<file path="src/rtl/mag_comp_min_sched_pkg.sv">
// Shared definitions for the frame-minimum scheduler: sample width and FSM encoding.
package mag_comp_min_sched_pkg;

  localparam int SAMPLE_W = 3;

  typedef logic [SAMPLE_W-1:0] sample_t;

  localparam sample_t SAMPLE_MAX = '1;

  typedef enum logic [1:0] {
    IDLE  = 2'd0,
    ACCUM = 2'd1,
    DONE  = 2'd2
  } state_t;

endpackage

</file>
<file path="src/rtl/mag_comp_min_sched_if.sv">
// Sample-in / result-out handshake bundle for mag_comp_min_sched.
interface mag_comp_min_sched_if #(
  parameter int IDX_W = 3
);
  import mag_comp_min_sched_pkg::*;

  logic             clr;
  logic             in_valid;
  logic             in_ready;
  sample_t          in_data;
  logic             out_valid;
  logic             out_ready;
  sample_t          out_min;
  logic [IDX_W-1:0] out_idx;

  modport master (
    output clr, in_valid, in_data, out_ready,
    input  in_ready, out_valid, out_min, out_idx
  );

  modport slave (
    input  clr, in_valid, in_data, out_ready,
    output in_ready, out_valid, out_min, out_idx
  );

endinterface

</file>
<file path="src/rtl/mag_comp_CLA_3bit_comb.sv">
// 3-bit unsigned magnitude comparator: cp = (in_a > in_b), lookahead form.
module mag_comp_CLA_3bit_comb
  import mag_comp_min_sched_pkg::*;
(
  input  sample_t in_a,
  input  sample_t in_b,
  output logic    cp
);

  logic [SAMPLE_W-1:0] g;
  logic [SAMPLE_W-1:0] e;

  // Per-bit "a wins" and "bits equal" terms, resolved from the MSB down.
  assign g  = in_a & ~in_b;
  assign e  = ~(in_a ^ in_b);
  assign cp = g[2] | (e[2] & g[1]) | (e[2] & e[1] & g[0]);

endmodule

</file>
<file path="src/rtl/mag_comp_min_sched.sv">
// Tracks the minimum sample of a FRAME_LEN-sample frame and its first index.
module mag_comp_min_sched
  import mag_comp_min_sched_pkg::*;
#(
  parameter int FRAME_LEN = 8,
  parameter int IDX_W     = 3
) (
  input logic                 clk,
  input logic                 rst_n,
  mag_comp_min_sched_if.slave bus
);

  if (IDX_W != $clog2(FRAME_LEN)) begin : g_bad_idx_w
    $error("IDX_W must equal clog2(FRAME_LEN)");
  end

  localparam logic [IDX_W-1:0] LAST_CNT = IDX_W'(FRAME_LEN - 1);

  state_t           state, state_nxt;
  sample_t          min_reg, min_nxt;
  logic [IDX_W-1:0] idx_reg, idx_nxt;
  logic [IDX_W-1:0] cnt, cnt_nxt;
  logic             accept;
  logic             cp;

  mag_comp_CLA_3bit_comb u_cmp (
    .in_a (min_reg),
    .in_b (bus.in_data),
    .cp   (cp)
  );

  assign accept = bus.in_valid && (state != DONE);

  always_comb begin
    // NOTE: every output gets a default first, so no branch can infer a latch.
    state_nxt = state;
    min_nxt   = min_reg;
    idx_nxt   = idx_reg;
    cnt_nxt   = cnt;
    if (bus.clr) begin
      state_nxt = IDLE;
      cnt_nxt   = '0;
    end else begin
      unique case (state)
        IDLE: if (accept) begin
          min_nxt   = bus.in_data;
          idx_nxt   = '0;
          cnt_nxt   = IDX_W'(1);
          state_nxt = ACCUM;
        end
        ACCUM: if (accept) begin
          // Strict less-than: a tie keeps the earlier index.
          if (cp) begin
            min_nxt = bus.in_data;
            idx_nxt = cnt;
          end
          if (cnt == LAST_CNT) begin
            cnt_nxt   = '0;
            state_nxt = DONE;
          end else begin
            cnt_nxt = cnt + IDX_W'(1);
          end
        end
        DONE: if (bus.out_ready) state_nxt = IDLE;
        default: state_nxt = IDLE;
      endcase
    end
  end

  // NOTE: sequential state uses <= so every flop samples pre-edge values.
  always_ff @(posedge clk or negedge rst_n) begin
    if (!rst_n) begin
      state   <= IDLE;
      min_reg <= SAMPLE_MAX;
      idx_reg <= '0;
      cnt     <= '0;
    end else begin
      state   <= state_nxt;
      min_reg <= min_nxt;
      idx_reg <= idx_nxt;
      cnt     <= cnt_nxt;
    end
  end

  assign bus.in_ready  = (state != DONE);
  assign bus.out_valid = (state == DONE);
  assign bus.out_min   = min_reg;
  assign bus.out_idx   = idx_reg;

endmodule

</file>
<file path="src/flat_wrapper.sv">
// flat-port wrapper written by rule: the top's interface ports become plain ports
module mag_comp_min_sched_flat import mag_comp_min_sched_pkg::*;
#(
  parameter int FRAME_LEN = 8,
  parameter int IDX_W     = 3
)
  (clk, rst_n, bus_clr, bus_in_valid, bus_in_data, bus_out_ready, bus_in_ready, bus_out_valid, bus_out_min, bus_out_idx);
  mag_comp_min_sched_if #(.IDX_W(IDX_W)) bus_i ();
  input logic clk;
  input logic rst_n;
  input wire logic [$bits(bus_i.clr)-1:0] bus_clr;
  input wire logic [$bits(bus_i.in_valid)-1:0] bus_in_valid;
  input wire logic [$bits(bus_i.in_data)-1:0] bus_in_data;
  input wire logic [$bits(bus_i.out_ready)-1:0] bus_out_ready;
  output wire logic [$bits(bus_i.in_ready)-1:0] bus_in_ready;
  output wire logic [$bits(bus_i.out_valid)-1:0] bus_out_valid;
  output wire logic [$bits(bus_i.out_min)-1:0] bus_out_min;
  output wire logic [$bits(bus_i.out_idx)-1:0] bus_out_idx;
  assign bus_i.clr = bus_clr;
  assign bus_i.in_valid = bus_in_valid;
  assign bus_i.in_data = bus_in_data;
  assign bus_i.out_ready = bus_out_ready;
  assign bus_in_ready = bus_i.in_ready;
  assign bus_out_valid = bus_i.out_valid;
  assign bus_out_min = bus_i.out_min;
  assign bus_out_idx = bus_i.out_idx;
  mag_comp_min_sched #(.FRAME_LEN(FRAME_LEN), .IDX_W(IDX_W)) u_core (.clk(clk), .rst_n(rst_n), .bus(bus_i));
endmodule
</file>
<file path="config.mk">
export PLATFORM = sky130hd
export DESIGN_NAME = mag_comp_min_sched_flat
export DESIGN_NICKNAME = d
export VERILOG_FILES = /design/src/rtl/mag_comp_min_sched_pkg.sv /design/src/rtl/mag_comp_min_sched_if.sv /design/src/rtl/mag_comp_CLA_3bit_comb.sv /design/src/rtl/mag_comp_min_sched.sv /design/src/flat_wrapper.sv
export SDC_FILE = /design/constraint.sdc
export NUM_CORES = 1
export LEC_CHECK = 0
export BUFFER_PORTS_ARGS = -buffer_cell sky130_fd_sc_hd__buf_2
export CAP_MARGIN = 20
export CORE_MARGIN = 4
export CORE_UTILIZATION = 45
export DETAILED_ROUTE_END_ITERATION = 12
export PLACE_DENSITY = 0.7
export SYNTH_ARGS = -nofsm -noshare
export SYNTH_HDL_FRONTEND = slang
export SYNTH_SLANG_ARGS = --single-unit
</file>
<file path="constraint.sdc">
create_clock -name clk -period 4.2 [get_ports clk]
set_input_delay 0.21 -clock clk [delete_from_list [all_inputs] [get_ports clk]]
set_output_delay 0.21 -clock clk [all_outputs]
set_load 0.02 [all_outputs]
</file>
==> summary.md, run 1 <==
| Metric | Value |
|---|---|
| Result of the run | `completed` |
| Area of placed instances | `711 um^2` |
| Start of the worst register-to-register path | `u_core.bus.out_min[2]` |
| Hold Crit Class | `primary input to flop` |
| Number of vias after detailed routing | `458` |
| Busiest metal layer after global routing | `met2` |
| Post-synthesis to final-layout area growth | `19.8%` |
| CP startpoint kind | `flop` |
| Detailed Routing Iterations Pass 1 | `2` |
| Total negative slack for setup checks | `0 ns` |
| Max Slew Vio Count | `0` |
| Syn. warnings | `0` |
| Final antenna diode count | `0` |
| Vias/cell | `5.03` |
| I/O pin total | `16` |
| Sort of element at the end of the critical path | `flop` |
| Req. time, crit path | `4.39 ns` |
| Least-Margin Pin Slew | `0.464 ns` |
| Residual antenna-violating net count after detailed routing | `0` |
| Reg-to-reg slack, setup | `2.43 ns` |
| CTS tree | `yes` |
| Global-route usage over all layers | `13.9%` |
| Effective utilization at floorplan | `48.0%` |
| Layout cell share with drive strength beyond 1 | `36.8%` |
| Power density relative to cell area | `350 nW/um^2` |
| Critical Path Fanout Max | `6` |
| Count of mapped cells out of synthesis | `57` |
| Nets | `89` |
| Number of flops mapped to enable cells by yosys | `0` |
| Proportion of synthesized chip area in sequential cells | `44.7%` |
| Leakage dissipation | `0.376 nW` |
| Die X | `45.3 um` |
| Post-synth design cell area | `624 um^2` |
| RSZ-0062 raised after global routing | `no` |
| Highest clock frequency the design can meet | `566 MHz` |
| Post-CTS Repair Setup Buffers | `0` |
| Post-Syn Area per Cell | `11.0 um^2` |
| Port Buffers | `15` |
| Detailed Route Iter0 Violations | `2` |
| Worst reg2reg endpoint | `u_core.bus.out_min[1]` |
| Cell taking the most area after synthesis | `sky130_fd_sc_hd__dfrtp_1` |
| Worst Setup Path Type | `flop to flop` |
| Ranking of synthesized cells by area | `sky130_fd_sc_hd__dfrtp_1 32%, sky130_fd_sc_hd__dfstp_2 13%, sky130_fd_sc_hd__ha_1 8.0%, sky130_fd_sc_hd__mux2i_1 4.8%, sky130_fd_sc_hd__inv_1 4.8%` |
| Post-route cell area | `748 um^2` |
| Maximum vdd ir drop | `0.182 mV` |
| PostCTS Resize Cnt | `0` |
| Number of distinct library cell variants in the gate-level netlist after synthesis | `21` |
| Met3 usage | `3.59%` |
| Total power after layout | `0.262 mW` |
| Area inside the core boundary | `1300 um^2` |
| Number of CTS-inserted buffers | `3` |
| Hold Crit Endpoint | `u_core.bus.out_min[2]` |
| Count of H-tree levels built during CTS | `1` |
| Half-perimeter wire length after placement | `905 um` |
| Post-route clock period utilization | `42.1%` |
| Worst Reg2Reg Path Length in Cells | `4` |
| Cell Rows | `13` |
| CTS max path bufs | `2` |
| List of most frequent post-synthesis cells | `8 x sky130_fd_sc_hd__dfrtp_1, 8 x sky130_fd_sc_hd__inv_1, 5 x sky130_fd_sc_hd__nand2_1` |
| Area of the die | `2050 um^2` |
| Final hold violations | `0` |
| Top flip-flop cell by instance count after synthesis | `sky130_fd_sc_hd__dfrtp_1` |
| Die extent in y | `45.3 um` |
| Mapped Nets | `69` |
| Maximum number of pins on one net before global-route repair | `12` |
| Post-synthesis register bit count | `11` |
| FFs w/ async S/R, synth | `100%` |
| Root cell of the clock tree | `sky130_fd_sc_hd__clkbuf_4` |
| Max-Slew Margin vs Limit | `69.1%` |
| Number of setup violations in the final report | `0` |
| Clk sink count | `11` |
| Startpoint of the lowest-slack hold path | `bus_in_data[2]` |
| MaxCap Viol Count | `0` |
| Global-route wire length before repair | `1990 um` |
| Post-Route Skew | `0.00242 ns` |
| Min Hold Slack | `0.195 ns` |
| Source-to-sink clock delay at the later pin of the worst-skew pair | `0.26 ns` |
| DRC violation count after routing | `0` |
| Total grt overflow | `0` |
| Routed WL | `1120 um` |
| Global routing met2 resource utilization | `22.9%` |
| Clock Pin Slew Worst Setup and Hold Paths | `0.07 ns` |
| GPL Wtd Cong | `0.723` |
| Crit path DAT | `1.96 ns` |
| Fraction of met1 tracks used by global routing | `16.5%` |
| WHS Path Cells | `2` |
| Number of antenna violations at the first check in global routing | `0` |
| Area share of the largest cell type after synthesis | `32.1%` |
| Average wire per cell in the routed design | `12.3 um` |
| Number of global-route vias before repair | `454` |
| Final Critical Period | `1.77 ns` |
-- cell usage in the layout (no fill, tap or decap), types with 2 or more instances in the layout --
cell | synthesis | final
sky130_fd_sc_hd__o21ai_0 | 3 | 3
sky130_fd_sc_hd__nand3_1 | 4 | 4
sky130_fd_sc_hd__inv_1 | 8 | 8
sky130_fd_sc_hd__nor2_1 | 2 | 2
sky130_fd_sc_hd__ha_1 | 4 | 4
sky130_fd_sc_hd__nor3_1 | 2 | 2
sky130_fd_sc_hd__a21oi_1 | 4 | 4
sky130_fd_sc_hd__mux2_4 | 2 | 2
sky130_fd_sc_hd__buf_2 | 0 | 15
sky130_fd_sc_hd__dfstp_2 | 3 | 3
sky130_fd_sc_hd__dfrtp_1 | 8 | 8
sky130_fd_sc_hd__clkbuf_4 | 0 | 3
sky130_fd_sc_hd__nand2_1 | 5 | 5
sky130_fd_sc_hd__mux2i_1 | 3 | 3
-- power by group --
part	switching [mW]	total [mW]	leakage, nW	internal (mW)
sequential	0.00866	0.128	0.140	0.120
clock	0.0352	0.0703	0.0177	0.0351
combinational	0.0355	0.0628	0.219	0.0273
total	0.0793	0.262	0.376	0.182
-- stage by stage --
step | worst slack (ns) | std cells | util, %
final | 2.43 | 91 | 57.5
after global placement | 2.47 | 86 | 54.6
after CTS | 2.41 | 91 | 57.5
after detailed placement | 2.41 | 86 | 54.6
after global routing | 2.34 | 91 | 57.5
after floorplan | 2.43 | 57 | -
-- cell type report --
type,count,area (um^2)
well taps,15,18.8
flip-flops and latches,11,279
repair buffers,16,85.1
clock buffers,3,22.5
fillers,130,553
multi-input cells,37,308
clock inverters,1,5.00
inverters,8,30.0
-- layer usage --
metal | part of all wire [%] | vias up | wire, um
li1 | - | 232 | -
met1 | 43 | 213 | 487
met2 | 49 | 11 | 549
met3 | 6.9 | 2 | 77
met4 | 0.63 | 0 | 7
met5 | 0 | - | 0
-- state kept, by name (all words and copies together) (netlist names) --
signal and flops:
u_core.cnt 3, u_core.state 2, u_core.bus.out_min 3, u_core.bus.out_idx 3
-- logic make-up (layout without fill, tap and decap cells) --
logic type / count (synthesis) / in the layout / synth area share [%]
AO/OA/AOI/OAI: 9 / 9 / 11.6
multiplexers: 5 / 5 / 9.62
buffers and inverters: 9 / 28 / 6.01
AND/OR/NAND/NOR: 19 / 19 / 20.0
flip-flops: 11 / 11 / 44.7
adder cells (fa/ha/maj): 4 / 4 / 8.02
-- how the worst max path moves through the flow --
stage,from,end,slack (ns),cells past startpoint
6_report,u_core.bus.out_min[2],u_core.bus.out_min[1],2.43,4
5_1_grt,u_core.bus.out_min[1],u_core.bus.out_min[2],2.34,4
4_1_cts,u_core.bus.out_min[1],u_core.bus.out_min[1],2.41,4
3_5_place_dp,u_core.bus.out_min[1],u_core.bus.out_min[1],2.41,4
3_3_place_gp,u_core.bus.out_min[2],u_core.bus.out_min[2],2.47,4
2_1_floorplan,u_core.bus.out_min[2],u_core.bus.out_min[1],2.43,4
-- critical path, cell delays in order (launching register included) --
cell,delay (ns)
sky130_fd_sc_hd__dfstp_2,0.54
sky130_fd_sc_hd__ha_1,0.19
sky130_fd_sc_hd__nand4b_4,0.12
sky130_fd_sc_hd__a311oi_4,0.50
sky130_fd_sc_hd__mux2_4,0.35
-- timing repair --
action,in CTS,in global routing
hold endpoints to repair,8,0
hold buffers,1,0
endpoints found under the setup margin,0,0
No activity file was read; power rests on OpenSTA's default activity.
==> run 2, diff against run 1 <==
--- a/config.mk
+++ b/config.mk
@@ -8,9 +8,9 @@
 export BUFFER_PORTS_ARGS = -buffer_cell sky130_fd_sc_hd__buf_2
 export CAP_MARGIN = 20
 export CORE_MARGIN = 4
-export CORE_UTILIZATION = 45
+export CORE_UTILIZATION = 44
 export DETAILED_ROUTE_END_ITERATION = 12
-export PLACE_DENSITY = 0.7
+export PLACE_DENSITY = 0.71
 export SYNTH_ARGS = -nofsm -noshare
 export SYNTH_HDL_FRONTEND = slang
 export SYNTH_SLANG_ARGS = --single-unit
==> constraint.sdc (replaced) <==
create_clock -name clk -period 1.52 [get_ports clk]
set_input_delay 0.076 -clock clk [delete_from_list [all_inputs] [get_ports clk]]
set_output_delay 0.076 -clock clk [all_outputs]
set_load 0.02 [all_outputs]
==> run 2 against run 1 <==
  * The run now ends with setup timing left
  * Critical path depth rose by 1
  * Routed wire length fell by 0.36%
  * Clock skew fell by 0.0011 ns
  * Via count rose by 5.0%
  * Critical endpoint is now u_core.bus.out_idx[1]
  * Largest power group unchanged
  * Highest routed layer unchanged
==> summary.md, run 2 (synthesized netlist as in run 1, its figures left out) <==
| Metric | Value |
|---|---|
| Cell Rows | `13 (unchanged)` |
| I/O pin total | `16 (unchanged)` |
| Residual antenna-violating net count after detailed routing | `0 (unchanged)` |
| WHS Path Cells | `2 (unchanged)` |
| Final Critical Period | `1.55 ns (-0.219 ns)` |
| Total negative slack for setup checks | `-0.125 ns (-0.125 ns)` |
| Worst reg2reg endpoint | `u_core.bus.out_idx[1]` |
| Leakage dissipation | `0.402 nW (+7.0%)` |
| MaxCap Viol Count | `0 (unchanged)` |
| Critical Path Fanout Max | `4 (-2)` |
| Nets | `94 (+5.6%)` |
| Detailed Route Iter0 Violations | `11 (+9)` |
| Start of the worst register-to-register path | `u_core.bus.out_min[2]` |
| Effective utilization at floorplan | `47.4% (-0.59 points)` |
| CTS tree | `yes` |
| Port Buffers | `15 (unchanged)` |
| Power density relative to cell area | `952 nW/um^2 (+170%)` |
| Post-CTS Repair Setup Buffers | `0 (unchanged)` |
| Source-to-sink clock delay at the later pin of the worst-skew pair | `0.27 ns (about the same)` |
| Sort of element at the end of the critical path | `flop` |
| Hold Crit Endpoint | `u_core.bus.out_min[2]` |
| Number of global-route vias before repair | `492 (+8.4%)` |
| DRC violation count after routing | `0 (unchanged)` |
| Max-Slew Margin vs Limit | `77.6% (+8.5 points)` |
| Final hold violations | `0 (unchanged)` |
| Root cell of the clock tree | `sky130_fd_sc_hd__clkbuf_4` |
| Final antenna diode count | `0 (unchanged)` |
| GPL Wtd Cong | `0.783 (+8.3%)` |
| Setup slack after layout | `-0.0293 ns (-2.46 ns)` |
| Number of setup violations in the final report | `5 (+5)` |
| Global-route wire length before repair | `1880 um (-5.6%)` |
| Half-perimeter wire length after placement | `873 um (-3.5%)` |
| Final core utilization | `62.1% (+4.6 points)` |
| Count of H-tree levels built during CTS | `1 (unchanged)` |
| Worst Setup SP | `u_core.bus.out_min[2]` |
| RSZ-0062 raised after global routing | `yes` |
| Min Hold Slack | `0.0585 ns (-0.136 ns)` |
| Reg-to-reg slack, setup | `-0.03 ns (-2.46 ns)` |
| Post-Route Skew | `0.00136 ns (-0.00106 ns)` |
| Number of fill cells | `121 (-6.9%)` |
| Area of placed instances | `777 um^2 (+9.3%)` |
| Die extent in y | `45.7 um (+0.93%)` |
| Hold Crit Class | `primary input to flop` |
| Leading cell type in the layout, fill and taps excluded | `sky130_fd_sc_hd__buf_2` |
| Most frequent cells in the layout | `15 x sky130_fd_sc_hd__buf_2, 8 x sky130_fd_sc_hd__inv_1, 8 x sky130_fd_sc_hd__dfrtp_1` |
| Total power after layout | `0.779 mW (+200%)` |
| Result of the run | `finished, violations left` |
| Post-synthesis to final-layout area growth | `31.1%` |
| Average wire per cell in the routed design | `11.6 um (-5.5%)` |
| Area inside the core boundary | `1320 um^2 (+1.2%)` |
| Post-route clock period utilization | `102% (+60 points)` |
| Detailed Routing Iterations Pass 1 | `3 (+1)` |
| Placed insts | `91 (+5.8%)` |
| Post-route cell area | `818 um^2 (+9.4%)` |
| Vias/cell | `5.01 (-0.45%)` |
| Number of vias after detailed routing | `481 (+5.0%)` |
| Number of CTS-inserted buffers | `3 (unchanged)` |
| Area of the die | `2090 um^2 (+1.9%)` |
| Worst Reg2Reg Path Length in Cells | `5 (+1)` |
| Die X | `45.7 um (+0.93%)` |
| Total grt overflow | `0 (unchanged)` |
| Final Instance Count excl. Fillers | `96 (+5.5%)` |
| Clock Pin Slew Worst Setup and Hold Paths | `0.07 ns (about the same)` |
| Clk sink count | `11 (unchanged)` |
| Worst Setup Path Type | `flop to flop` |
| Maximum number of pins on one net before global-route repair | `12 (unchanged)` |
| Layout cell share with drive strength beyond 1 | `44.4% (+7.6 points)` |
| Maximum vdd ir drop | `0.412 mV (+130%)` |
| Placement Setup Slack | `-0.0482 ns (-2.46 ns)` |
| Max Slew Vio Count | `0 (unchanged)` |
| Crit path DAT | `1.74 ns (-0.22 ns)` |
| Least-Margin Pin Slew | `0.337 ns (-0.127 ns)` |
| Startpoint of the lowest-slack hold path | `bus_in_data[2]` |
| Failing checks | `setup timing` |
| Highest clock frequency the design can meet | `645 MHz (+14%)` |
| Req. time, crit path | `1.71 ns (-2.68 ns)` |
| CTS max path bufs | `2 (unchanged)` |
| Routed WL | `1120 um (-0.36%)` |
| CP startpoint kind | `flop` |
| Number of antenna violations at the first check in global routing | `0 (unchanged)` |
| Global-route usage over all layers | `12.5% (-1.4 points)` |
-- run 2: cell count changes in the layout (fill, tap and decap cells not counted), sizes merged --
cell  before  now
buf       15   20
-- run 2: per-layer routing --
metal,share of wire [%],vias to the layer above,global-route usage [%]
li1,-,241,-
met1,46,227,14.0
met2,46,11,21.7
met3,6.6,2,2.37
met4,0.72,0,7.02
met5,0,-,0
-- run 2: area by class of cell --
type                            instances  area [um^2]  area share, %
Clock buffer                            3         22.5           2.75
Multi-Input combinational cell         37          337           41.1
Clock inverter                          1         5.00          0.612
Tap cell                               15         18.8           2.29
Timing Repair Buffer                   21          126           15.4
Inverter                                8         30.0           3.67
Sequential cell                        11          279           34.1
-- run 2: worst max-delay path, cell delays in order, from the launching register on --
cell                       delay, ns
sky130_fd_sc_hd__dfstp_2        0.55
sky130_fd_sc_hd__ha_4           0.15
sky130_fd_sc_hd__a21oi_2        0.08
sky130_fd_sc_hd__a311oi_4       0.35
sky130_fd_sc_hd__buf_6          0.17
sky130_fd_sc_hd__mux2i_1        0.17
-- run 2: worst max-delay path by stage --
stage | slack, ns | end | depth (start not counted)
CTS | -0.04 | u_core.bus.out_idx[1] | 5
finish | -0.03 | u_core.bus.out_idx[1] | 5
detailed placement | -0.05 | u_core.bus.out_idx[1] | 5
floorplan | -0.14 | u_core.bus.out_min[1] | 4
global placement | -0.04 | u_core.bus.out_idx[0] | 5
global route | -0.10 | u_core.bus.out_idx[2] | 5
-- run 2: power by group --
group	internal, mW	switching (mW)	total, mW
clock	0.0973	0.102	0.199
combinational	0.114	0.110	0.224
sequential	0.331	0.0241	0.355
total	0.543	0.236	0.779
-- run 2: timing repair --
action	in CTS	in global routing
hold buffers	1	0
setup endpoints to repair	5	6
hold endpoints to repair	11	0
resized for setup	1	0
==> run 3, diff against run 2 <==
--- a/config.mk
+++ b/config.mk
@@ -8,9 +8,10 @@
 export BUFFER_PORTS_ARGS = -buffer_cell sky130_fd_sc_hd__buf_2
 export CAP_MARGIN = 20
 export CORE_MARGIN = 4
-export CORE_UTILIZATION = 44
+export CORE_UTILIZATION = 45
 export DETAILED_ROUTE_END_ITERATION = 12
-export PLACE_DENSITY = 0.71
+export GPL_ROUTABILITY_DRIVEN = 0
+export PLACE_DENSITY = 0.7
 export SYNTH_ARGS = -nofsm -noshare
 export SYNTH_HDL_FRONTEND = slang
 export SYNTH_SLANG_ARGS = --single-unit
==> constraint.sdc (replaced) <==
create_clock -name clk -period 1.88 [get_ports clk]
set_input_delay 0.094 -clock clk [delete_from_list [all_inputs] [get_ports clk]]
set_output_delay 0.094 -clock clk [all_outputs]
set_load 0.02 [all_outputs]
==> run 3 against run 2 <==
  * The run now ends clean
  * Clock skew up 0.0014 ns
  * Largest cell class unchanged
  * Final area down 8.6%
  * Clock power is 18% lower
==> summary.md, run 3 (synthesized netlist as in run 1, its figures left out) <==
| Metric | Value |
|---|---|
| RSZ-0062 raised after global routing | `no` |
| Total negative slack for setup checks | `0 ns (+0.125 ns)` |
| Delay of the slowest critical-path stage | `0.55 ns (about the same)` |
| Nets | `89 (-5.3%)` |
| Area of placed instances | `711 um^2 (-8.5%)` |
| Req. time, crit path | `2.08 ns (+0.37 ns)` |
| Final Instance Count excl. Fillers | `91 (-5.2%)` |
| Placement Setup Slack | `0.0788 ns (+0.127 ns)` |
| Sort of element at the end of the critical path | `flop` |
| Detailed Routing Iterations Pass 1 | `4 (+1)` |
| Slowest stage cell, crit path | `sky130_fd_sc_hd__dfstp_2` |
| CP startpoint kind | `flop` |
| Maximum vdd ir drop | `0.354 mV (-14%)` |
| Number of vias after detailed routing | `473 (-1.7%)` |
| Switch Pwr | `0.183 mW (-22%)` |
| Area inside the core boundary | `1300 um^2 (-1.2%)` |
| Port Buffers | `15 (unchanged)` |
| Placed insts | `86 (-5.5%)` |
| Final Critical Period | `1.79 ns (+0.237 ns)` |
| Count of H-tree levels built during CTS | `1 (unchanged)` |
| Worst Setup Path Type | `flop to flop` |
| Area of the die | `2050 um^2 (-1.8%)` |
| Worst path bufs/invs | `0 (-1)` |
| Min Hold Slack | `0.0671 ns (+0.00861 ns)` |
| Net Sw Frac | `31.1% (+0.73 points)` |
| Total power after layout | `0.591 mW (-24%)` |
| Number of antenna violations at the first check in global routing | `0 (unchanged)` |
| CTS max path bufs | `2 (unchanged)` |
| Die X | `45.3 um (-0.92%)` |
| Fraction of power consumed by combinational cells | `23.7% (-5.1 points)` |
| Post-route cell area | `748 um^2 (-8.6%)` |
| Final hold violations | `0 (unchanged)` |
| Maximum number of pins on one net before global-route repair | `12 (unchanged)` |
| Post-CTS Repair Setup Buffers | `0 (unchanged)` |
| Most frequent cells in the layout | `15 x sky130_fd_sc_hd__buf_2, 8 x sky130_fd_sc_hd__inv_1, 8 x sky130_fd_sc_hd__dfrtp_1` |
| Setup slack after layout | `0.0934 ns (+0.123 ns)` |
| Root cell of the clock tree | `sky130_fd_sc_hd__clkbuf_4` |
| Critical path cell sequence | `ha_1, nand4b_4, a311oi_4, mux2_4` |
| Leakage dissipation | `0.376 nW (-6.5%)` |
| Residual antenna-violating net count after detailed routing | `0 (unchanged)` |
| Total grt overflow | `0 (unchanged)` |
| Register share of total power | `48.6% (+3.0 points)` |
| Max Slew Vio Count | `0 (unchanged)` |
| Hold Crit Class | `primary input to flop` |
| Crit path DAT | `1.99 ns (+0.25 ns)` |
| Cell Rows | `13 (unchanged)` |
| Final core utilization | `57.5% (-4.6 points)` |
| Number of global-route vias before repair | `456 (-7.3%)` |
| Clk sink count | `11 (unchanged)` |
| Max-Slew Margin vs Limit | `67.9% (-9.7 points)` |
| Half-perimeter wire length after placement | `903 um (+3.4%)` |
| Fraction of power consumed by the clock network | `27.6% (+2.0 points)` |
| Vias/cell | `5.20 (+3.7%)` |
| Layout cell share with drive strength beyond 1 | `36.8% (-7.6 points)` |
| Post-synthesis to final-layout area growth | `19.8%` |
| Post-Route Skew | `0.00275 ns (+0.00138 ns)` |
| Leading cell type in the layout, fill and taps excluded | `sky130_fd_sc_hd__buf_2` |
| Power Internal | `0.407 mW (-25%)` |
| DRC violation count after routing | `0 (unchanged)` |
| Highest clock frequency the design can meet | `560 MHz (-13%)` |
| Gate family responsible for the most delay along the worst path | `flip-flops` |
| Power density relative to cell area | `789 nW/um^2 (-17%)` |
| Number of CTS-inserted buffers | `3 (unchanged)` |
| Critical Path Fanout Max | `6 (+2)` |
| Global-route wire length before repair | `2060 um (+9.2%)` |
| Result of the run | `completed` |
| Die extent in y | `45.3 um (-0.92%)` |
| CTS tree | `yes` |
| Detailed Route Iter0 Violations | `10 (-1)` |
| Average wire per cell in the routed design | `12.9 um (+11%)` |
| I/O pin total | `16 (unchanged)` |
| Post-route clock period utilization | `95.0% (-6.9 points)` |
| Routed WL | `1180 um (+5.5%)` |
| Effective utilization at floorplan | `48.0% (+0.59 points)` |
| MaxCap Viol Count | `0 (unchanged)` |
| Number of setup violations in the final report | `0 (-5)` |
| Clock Pin Slew Worst Setup and Hold Paths | `0.07 ns (about the same)` |
| Global-route usage over all layers | `15.0% (+2.5 points)` |
| Least-Margin Pin Slew | `0.482 ns (+0.145 ns)` |
| Final antenna diode count | `0 (unchanged)` |
| Source-to-sink clock delay at the later pin of the worst-skew pair | `0.27 ns (about the same)` |
[run 3: cell count changes in the layout (fill, tap and decap cells not counted), sizes merged]
cell / change
buf: -5
[run 3: repair_timing]
action,CTS,global route
setup endpoints to repair,0,0
endpoints found under the hold margin,11,0
gates resized for setup,0,0
hold buffers,1,0
[run 3: power groups by stage]
| stage | clock network (mW) | registers, mW | logic (mW) |
|---|---|---|---|
| 2_1_floorplan | 0 | 0.311 | 0.0768 |
| 3_3_place_gp | 0 | 0.290 | 0.136 |
| 3_5_place_dp | 0 | 0.293 | 0.141 |
| 4_1_cts | 0.174 | 0.288 | 0.143 |
| 5_1_grt | 0.194 | 0.290 | 0.156 |
| 6_report | 0.163 | 0.287 | 0.140 |
[run 3: per-layer routing]
layer | global-route usage, % | part of all wire, %
met1 | 17.5 | 40
met2 | 22.3 | 50
met3 | 4.78 | 9.3
met4 | 11.7 | 0.76
met5 | 0 | 0
[run 3: worst paths after layout]
check	start	endpoint	slack [ns]	cells after the start
max	u_core.bus.out_min[2]	u_core.bus.out_min[1]	0.09	4
min	bus_in_data[2]	u_core.bus.out_min[2]	0.07	2
max reg2reg	u_core.bus.out_min[2]	u_core.bus.out_min[1]	0.09	4
min reg2reg	u_core.state[1]	u_core.state[0]	0.50	1
max in group asynchronous	rst_n	u_core.bus.out_min[1]	1.39	2
min in group asynchronous	rst_n	u_core.state[0]	0.22	2
[run 3: layout make-up]
class	count	area [um^2]
Clock buffer	3	22.5
Fill cell	119	553
Tap cell	15	18.8
Timing Repair Buffer	16	85.1
Sequential cell	11	279
Inverter	8	30.0
Clock inverter	1	5.00
Multi-Input combinational cell	37	308
